File: src/rtl/writeback_queue.sv
// Write-back stage: selects the retiring result and buffers register writes in an
// in-order queue that drains through one register-file port, exporting a pending-rd mask.
module writeback_queue #(
    parameter int XLEN  = 64,
    parameter int DEPTH = 4
) (
    input  logic                       clk,
    input  logic                       reset,
    input  logic                       in_valid,
    output logic                       in_ready,
    input  logic [6:0]                 in_opcode,
    input  logic [2:0]                 in_funct3,
    input  logic [4:0]                 in_dest_reg,
    input  logic [XLEN-1:0]            in_pc,
    input  logic [XLEN-1:0]            alu_result,
    input  logic [XLEN-1:0]            loaded_data,
    input  logic                       rf_stall,
    output logic                       write_enable,
    output logic [4:0]                 write_reg,
    output logic [XLEN-1:0]            write_data,
    output logic [31:0]                pending_mask,
    output logic [$clog2(DEPTH+1)-1:0] count
);

    localparam int PTR_W = $clog2(DEPTH);
    localparam int CNT_W = $clog2(DEPTH+1);

    logic [4:0]      reg_q  [DEPTH];
    logic [XLEN-1:0] data_q [DEPTH];
    logic [DEPTH-1:0] valid_q;
    logic [PTR_W-1:0] head_ptr;
    logic [PTR_W-1:0] tail_ptr;

    logic            has_write;
    logic [XLEN-1:0] result;
    logic [XLEN-1:0] load_ext;
    logic [XLEN-1:0] sext_word;
    logic            head_valid;
    logic            push;
    logic            pop;

    assign sext_word = XLEN'($signed(loaded_data[31:0]));

    // On RV32 the doubleword and unsigned-word sizes collapse onto LW.
    always_comb begin
        load_ext = loaded_data;
        case (in_funct3)
            3'b000:  load_ext = XLEN'($signed(loaded_data[7:0]));
            3'b001:  load_ext = XLEN'($signed(loaded_data[15:0]));
            3'b010:  load_ext = sext_word;
            3'b011:  load_ext = (XLEN > 32) ? loaded_data : sext_word;
            3'b100:  load_ext = XLEN'(loaded_data[7:0]);
            3'b101:  load_ext = XLEN'(loaded_data[15:0]);
            3'b110:  load_ext = (XLEN > 32) ? XLEN'(loaded_data[31:0]) : sext_word;
            default: load_ext = loaded_data;
        endcase
    end

    always_comb begin
        has_write = 1'b0;
        result    = '0;
        case (in_opcode)
            7'b0110011, 7'b0111011, 7'b0010011,
            7'b0011011, 7'b0010111, 7'b0110111: begin
                has_write = 1'b1;
                result    = alu_result;
            end
            7'b0000011: begin
                has_write = 1'b1;
                result    = load_ext;
            end
            7'b1101111, 7'b1100111: begin
                has_write = 1'b1;
                result    = in_pc + XLEN'(4);
            end
            default: begin
                has_write = 1'b0;
                result    = '0;
            end
        endcase
    end

    assign head_valid   = valid_q[head_ptr];
    assign write_enable = head_valid && !rf_stall;
    assign pop          = write_enable;
    // A full queue still accepts when the head leaves in the same cycle.
    assign in_ready     = (count < CNT_W'(DEPTH)) || write_enable;
    assign push         = in_valid && in_ready && has_write && (in_dest_reg != 5'd0);
    assign write_reg    = head_valid ? reg_q[head_ptr]  : '0;
    assign write_data   = head_valid ? data_q[head_ptr] : '0;

    always_comb begin
        pending_mask = '0;
        for (int i = 0; i < DEPTH; i++) begin
            if (valid_q[i]) pending_mask[reg_q[i]] = 1'b1;
        end
        pending_mask[0] = 1'b0;
    end

    always_ff @(posedge clk or posedge reset) begin
        if (reset) begin
            valid_q  <= '0;
            head_ptr <= '0;
            tail_ptr <= '0;
            count    <= '0;
            for (int i = 0; i < DEPTH; i++) begin
                reg_q[i]  <= '0;
                data_q[i] <= '0;
            end
        end else begin
            // Pop clears before push sets, so a full-queue swap keeps the slot valid.
            if (pop) begin
                valid_q[head_ptr] <= 1'b0;
                head_ptr          <= head_ptr + PTR_W'(1);
            end
            if (push) begin
                valid_q[tail_ptr] <= 1'b1;
                reg_q[tail_ptr]   <= in_dest_reg;
                data_q[tail_ptr]  <= result;
                tail_ptr          <= tail_ptr + PTR_W'(1);
            end
            case ({push, pop})
                2'b10:   count <= count + CNT_W'(1);
                2'b01:   count <= count - CNT_W'(1);
                default: count <= count;
            endcase
        end
    end

endmodule

File: config.mk
export PLATFORM = sky130hd
export DESIGN_NAME = writeback_queue
export DESIGN_NICKNAME = d
export VERILOG_FILES = /design/src/rtl/writeback_queue.sv
export SDC_FILE = /design/constraint.sdc
export NUM_CORES = 1
export LEC_CHECK = 0
export CORE_ASPECT_RATIO = 0.6
export CORE_MARGIN = 10
export CORE_UTILIZATION = 57
export CTS_BUF_LIST = sky130_fd_sc_hd__clkbuf_16
export CTS_CLUSTER_SIZE = 16
export DETAILED_ROUTE_END_ITERATION = 12
export PLACE_DENSITY = 0.91
export SLEW_MARGIN = 5
export SYNTH_ARGS = -nofsm -noshare
export SYNTH_HDL_FRONTEND = slang
export SYNTH_SLANG_ARGS = --single-unit
File: constraint.sdc
create_clock -name clk -period 18.2 [get_ports clk]
set_input_delay 3.64 -clock clk [delete_from_list [all_inputs] [get_ports clk]]
set_output_delay 3.64 -clock clk [all_outputs]
set_load 0.005 [all_outputs]
==> results of run 1 <==
-- stage by stage --
stage | worst slack (ns) | instances | hold WS (ns) | utilization | area, sq um
after detailed placement | 9.441 | 2362 | 0.4645 | 0.6932 | 20020
after global placement | 9.483 | 2362 | 0.4555 | 0.6932 | 20020
after CTS | 9.443 | 2405 | 0.4809 | 0.7216 | 20850
after floorplan | 6.639 | 1762 | 0.4404 | - | 16770
after global routing | 9.359 | 2409 | 0.5044 | 0.7220 | 20860
final | 9.445 | 2409 | 0.4812 | 0.7220 | 20860
-- per-layer routing --
layer / wire, um / part of all wire
met1: 22940 / 0.37
met2: 28760 / 0.47
met3: 7588 / 0.12
met4: 2467 / 0.040
met5: 0 / 0
-- registers in the layout (all words and copies together), names as in the netlist --
signal and cells:
data_q 256, head_ptr 2, count 3, reg_q 20
tail_ptr 2, valid_q 4
-- worst max-delay path, delay by kind of cell --
family | cells | cell delay, ns
buffers and inverters | 2 | 1.04
AND/OR/NAND/NOR | 1 | 0.43
-- power breakdown --
group	switching (uW)	leakage, uW	total (uW)	internal, uW
clock	248	0.000414	550	302
sequential	104	0.00396	803	699
combinational	181	0.00438	371	190
-- layout by cell type (no fill, tap or decap), drive strengths merged, types with 21 or more instances in the layout --
cell type,count
buf,21
nand2,291
a221oi,27
clkbuf,26
xnor2,23
nand4,27
o221ai,22
nor2,152
and2,84
mux4,70
dfrtp,287
o21ai,154
inv,23
mux2,62
and3,22
clkdlybuf4s50,315
nor3,24
a21oi,89
nand3,40
-- area by class of cell --
| cell class | instances | area (sq um) | share of cell area |
|---|---|---|---|
| clock inverter | 17 | 171.4 | 0.008219 |
| clock buffer | 26 | 650.6 | 0.03120 |
| sequential | 287 | 7189 | 0.3447 |
| timing repair buffer | 336 | 3323 | 0.1593 |
| multi-input combinational | 1320 | 8932 | 0.4283 |
| inverter | 19 | 78.83 | 0.003779 |
| tap | 400 | 500.5 | 0.02400 |
| antenna | 4 | 10.01 | 0.0004799 |
-- cells by family after synthesis --
family	after synthesis
AO/OA/AOI/OAI	411
XOR/XNOR	35
adder cells (fa/ha/maj)	11
buffers and inverters	155
flip-flops	287
multiplexers	136
other	1
AND/OR/NAND/NOR	726
-- worst paths after layout --
path	to	cells after the start	start
worst max register to register	data_q[182]	7	head_ptr[1]
worst max-delay path	write_enable	3	rf_stall
max in group asynchronous	data_q[65]	3	reset
worst min register to register	data_q[134]	2	data_q[134]
worst min-delay path	data_q[134]	2	data_q[134]
min in group asynchronous	data_q[183]	2	reset
==> results by group, run 1 <==
Clocking
  – CTS resizes: 0
  – # H-tree levels: 1
  – Sink Count: 287
  – Worst-path clk slew: 0.07 ns
  – Largest buffer count on any clock path: 3
  – CTS Buf Count: 26
  – CTS tree: done
  – Clk_lat worst skew: 0.58 ns
  – Post-CTS setup buffer count: 0
  – Hold_buf cts: 0
  – Root buf cell: clkbuf_16

Synth
  – Synth Area in XOR/XNOR: 0.01828
  – Syn. warnings: 0
  – Top-count cell post-synth: nand2_1
  – Post-synth top area cell: dfrtp_1
  – Largest family of logic cells by synthesized area: simple AND/OR/NAND/NOR gates
  – Mean Syn Cell Area: 9.520 sq um
  – Post-synthesis compound-gate area fraction: 0.1553
  – Syn Nets: 1984
  – Post-synthesis mux area share: 0.1380
  – Number of synthesized flops with an enable pin: 0
  – Adder-cell share of the synthesized area: 0.008653
  – Async set-reset flop share out of synthesis: 1.000
  – Main synth FF type: dfrtp_1
  – Post-Synth Simple-Gate Area: 0.2108
  – Flops & latches, synth: 287
  – Top post-synthesis cells by count: nand2_1 (291), dfrtp_1 (287), nor2_1 (152)
  – Post-synthesis sequential area ratio: 0.4282
  – Mapped Cells: 1762
  – Cell Area, Synth: 0.01677 sq mm
  – Top-area cell type share of the netlist area: 0.4282
  – Distinct cells, synth: 72
  – Top cells by area, synth: dfrtp_1 (43%), mux4_2 (9.4%), nand2_1 (6.5%)

GRT
  – M3 GR Usage: 0.08727
  – Met1 usage: 0.4254
  – Met2 usage: 0.5056
  – Largest net degree at the start of global routing: 193
  – Initial antenna violation count: 3
  – Total GRT Usage: 0.3240
  – Vias in the first global route: 15901
  – Grt ovf: 0
  – Global-route wire length before repair: 94160 um
  – Most Crowded Layer GR: met2

Routing
  – Vias: 16126
  – Antenna-violating nets left: 0
  – Remaining DRCs: 0
  – Drt via density: 6.694
  – Post-Route WL: 61750 um
  – Starting DRT DRC Count: 2197
  – Total iterations of the first detailed-routing run: 6
  – WL/cell: 25.63 um

Critical path
  – WP data arrival: 5.12 ns
  – Highest cell delay on the worst timing path: 0.62 ns
  – CP startpoint kind: input port
  – Cells along the critical path: clkdlybuf4s50_1 -> nor2_1 -> clkdlybuf4s50_1
  – Maximum fanout along the worst path: 9
  – Crit Path Category: in2out
  – Critical Path RT: 14.56 ns
  – Worst path slowest cell: clkdlybuf4s50_1
  – Worst setup EP type: primary output
  – Most used cell, CP: clkdlybuf4s50_1
  – R2R setup slack: 14.27 ns

Die
  – Cell Rows: 48
  – IO Pins: 317
  – Die width: 241.5 um
  – Die H: 152.9 um
  – Starting density of the core: 0.5806
  – Die ar.: 0.03691 sq mm
  – Core Region: 0.02889 sq mm

STA
  – Worst Tran Pin Value: 1.309 ns
  – Number of setup violations in the final report: 0
  – Min Clock Period, post-route: 8.755 ns
  – Max-slew headroom: 0.1273
  – Fin. Hold Viols: 0
  – Pins Over Slew Limit: 0
  – Clock skew: 0.04292 ns
  – Achievable Freq: 114.2 MHz
  – Final Cycle Share: 0.4811
  – Setup TNS: 0 ns
  – RSZ-0062 raised after global routing: no

Power and ir drop
  – Leakage: 0.008746 uW
  – Overall Power: 1724 uW
  – Max VDD drop: 0.00007104 V
  – Pwr/cell area: 82.65 mW/mm^2

Placed design
  – Routability cong.: 1.028
  – I/O Buffers: 315
  – HPWL after DPL: 43530 um

Hold path
  – Hold Crit Class: reg2reg

Layout
  – Synth-to-Final Area Change: 24.34%
  – Net count, final: 2212
  – Layout cell share with drive strength beyond 1: 0.09676
  – Fillcell total: 2028

Job
  – Max-Cap Viols: 0

Outcome
  – Outcome: finished clean
(Power assumes the default switching activity.)
==> run 2, diff against run 1 <==
CORE_UTILIZATION = 53   (was 57)
PLACE_DENSITY = 0.86   (was 0.91)
clock period = 8.3 ns   (was 18.2 ns; I/O delays follow)
==> run 2 against run 1 <==
Effect of this change:
- via count shrank 1.9%
- die area grew 6.7%
- global-route usage shrank 2.7 points
- sequential power grew 120%
- first-iteration DRC count shrank 2.8%
- clock skew shrank 0.030 ns
- flip-flop and latch count is the same
- combinational power grew 120%
- sequential share of layout area grew 0.077 points
- critical path depth grew 1
==> results by group, run 2 (synthesized netlist as in run 1, its figures left out) <==
Layout
  – Area of the multi-input gates: 0.008932 sq mm (unchanged)
  – FF+latch area: 0.007189 sq mm (unchanged)
  – Largest registers: data_q: 256 flops, reg_q: 20 flops, valid_q: 4 flops (unchanged)
  – Final Instance Area: 0.02081 sq mm (was 0.02086 sq mm)
  – Commonest non-fill, non-tap cell in the layout: clkdlybuf4s50_1 (unchanged)
  – Post-layout util: 0.6666 (was 0.7220)
  – Synth-to-Final Area Change: 24.06% (was 24.34%)
  – Layout cell share with drive strength beyond 1: 0.09671 (was 0.09676)
  – Fillcell total: 2357 (was 2028)
  – Most frequent cells in the layout: clkdlybuf4s50_1 (315), nand2_1 (287), dfrtp_1 (285) (unchanged)
  – Net count, final: 2210 (was 2212)
  – Max reg flops: 256 (unchanged)
  – Largest Register: data_q (unchanged)

Routing
  – Drt via density: 6.530 (was 6.694)
  – Total iterations of the first detailed-routing run: 9 (was 6)
  – Remaining DRCs: 0 (unchanged)
  – Starting DRT DRC Count: 2135 (was 2197)
  – Antenna-violating nets left: 0 (unchanged)
  – Vias: 15822 (was 16126)
  – WL/cell: 24.76 um (was 25.63 um)
  – Post-Route WL: 59990 um (was 61750 um)

Clocking
  – Root buf cell: clkbuf_16 (unchanged)
  – Post-CTS setup buffer count: 0 (unchanged)
  – # H-tree levels: 1 (unchanged)
  – Clk_lat worst skew: 0.54 ns (was 0.58 ns)
  – Sink Count: 287 (unchanged)
  – Hold_buf cts: 0 (unchanged)
  – CTS Buf Count: 25 (was 26)
  – Worst-path clk slew: 0.07 ns (about the same)
  – Largest buffer count on any clock path: 3 (unchanged)
  – CTS tree: done (unchanged)
  – CTS resizes: 0 (unchanged)

Placed design
  – Routability cong.: 1.006 (was 1.028)
  – I/O Buffers: 315 (unchanged)
  – HPWL after DPL: 44030 um (was 43530 um)
  – Post-DP Area: 0.02003 sq mm (was 0.02002 sq mm)

Critical path
  – Crit Path Category: reg2out (was in2out)
  – Worst setup EP type: primary output (unchanged)
  – Buf+Inv Stages, Crit Path: 2 (unchanged)
  – CP startpoint kind: register (was input port)
  – WP data arrival: 3.64 ns (was 5.12 ns)
  – Critical Path RT: 6.64 ns (was 14.56 ns)
  – Cells along the critical path: mux4_2 -> buf_4 -> and2_1 -> clkdlybuf4s50_1 (was clkdlybuf4s50_1 -> nor2_1 -> clkdlybuf4s50_1)
  – Worst path slowest cell: dfrtp_4 (was clkdlybuf4s50_1)
  – CP delay by family, top: flip-flops (was buffers and inverters)
  – Highest cell delay on the worst timing path: 1.01 ns (was 0.62 ns)
  – Maximum fanout along the worst path: 44 (was 9)

Power and ir drop
  – Max VDD drop: 0.0001364 V (was 0.00007104 V)
  – Leakage: 0.008710 uW (was 0.008746 uW)
  – Pwr/cell area: 178.3 mW/mm^2 (was 82.65 mW/mm^2)

STA
  – RSZ-0062 raised after global routing: no (unchanged)
  – Final Cycle Share: 0.6386
  – Number of setup violations in the final report: 0 (unchanged)
  – Clock skew: 0.01261 ns (was 0.04292 ns)
  – Min Clock Period, post-route: 5.300 ns
  – Max-slew headroom: 0.2035 (was 0.1273)
  – Setup TNS: 0 ns (unchanged)
  – Fin. Hold Viols: 0 (unchanged)
  – Pins Over Slew Limit: 0 (unchanged)
  – Worst Tran Pin Value: 1.192 ns (was 1.309 ns)
  – Achievable Freq: 188.7 MHz

GRT
  – Vias in the first global route: 15320 (was 15901)
  – Total GRT Usage: 0.2973 (was 0.3240)
  – Grt ovf: 0 (unchanged)
  – Largest net degree at the start of global routing: 176 (was 193)
  – Global-route wire length before repair: 93000 um (was 94160 um)
  – Initial antenna violation count: 3 (unchanged)

Die
  – Die H: 157.8 um (was 152.9 um)
  – Starting density of the core: 0.5373 (was 0.5806)
  – Die width: 249.7 um (was 241.5 um)
  – Cell Rows: 50 (was 48)
  – Core Region: 0.03122 sq mm (was 0.02889 sq mm)
  – IO Pins: 317 (unchanged)
  – Die ar.: 0.03940 sq mm (was 0.03691 sq mm)

Job
  – Max-Cap Viols: 0 (unchanged)

Hold path
  – Hold Crit Class: reg2reg (unchanged)

Outcome
  – Outcome: finished clean (unchanged)
-- run 2: final timing paths --
check / start / endpoint / slack [ns] / cells after the start
max in group asynchronous: reset / data_q[197] / 5.04 / 3
worst max register to register: head_ptr[0] / data_q[189] / 4.30 / 7
worst max-delay path: head_ptr[0] / write_data[19] / 3.00 / 4
worst min-delay path: data_q[16] / data_q[16] / 0.48 / 2
min in group asynchronous: reset / data_q[61] / 1.76 / 2
worst min register to register: data_q[16] / data_q[16] / 0.48 / 2
-- run 2: cell type report --
| cell class | instances | share of cell area |
|---|---|---|
| tap | 416 | 0.02501 |
| inverter | 19 | 0.003607 |
| timing repair buffer | 335 | 0.1593 |
| multi-input combinational | 1320 | 0.4292 |
| sequential | 287 | 0.3455 |
| clock buffer | 25 | 0.03006 |
| antenna | 1 | 0.0001202 |
| clock inverter | 20 | 0.007155 |
-- run 2: where the power goes --
part           internal, uW  switching, uW
clock network           612            531
logic                   415            412
registers              1530            207
total                  2560           1150
-- run 2: per-layer routing --
metal  wire [um]  track usage  share of wire
met5          13            0        0.00022
met1       23920       0.4070           0.40
met2       27800       0.4780           0.46
met4        1669      0.07330          0.028
met3        6585      0.06057           0.11
-- run 2: through the flow --
stage                     hold slack, ns  instances  total power, uW  worst slack (ns)
after global routing              0.4998       2423             3866             2.758
after CTS                         0.4783       2422             3707             2.983
after detailed placement          0.4628       2377             2580             2.825
final                             0.4776       2423             3710             3.000
after floorplan                   0.4404       1762             2221             2.835
after global placement            0.4528       2377             2543             2.983
-- run 2: worst reg2reg max path, delay by kind of cell (launching register included) --
family,cells,cell delay [ns]
compound gates,2,0.43
simple gates,1,0.64
flops,1,1.01
buf+inv,2,0.68
mux,2,1.13
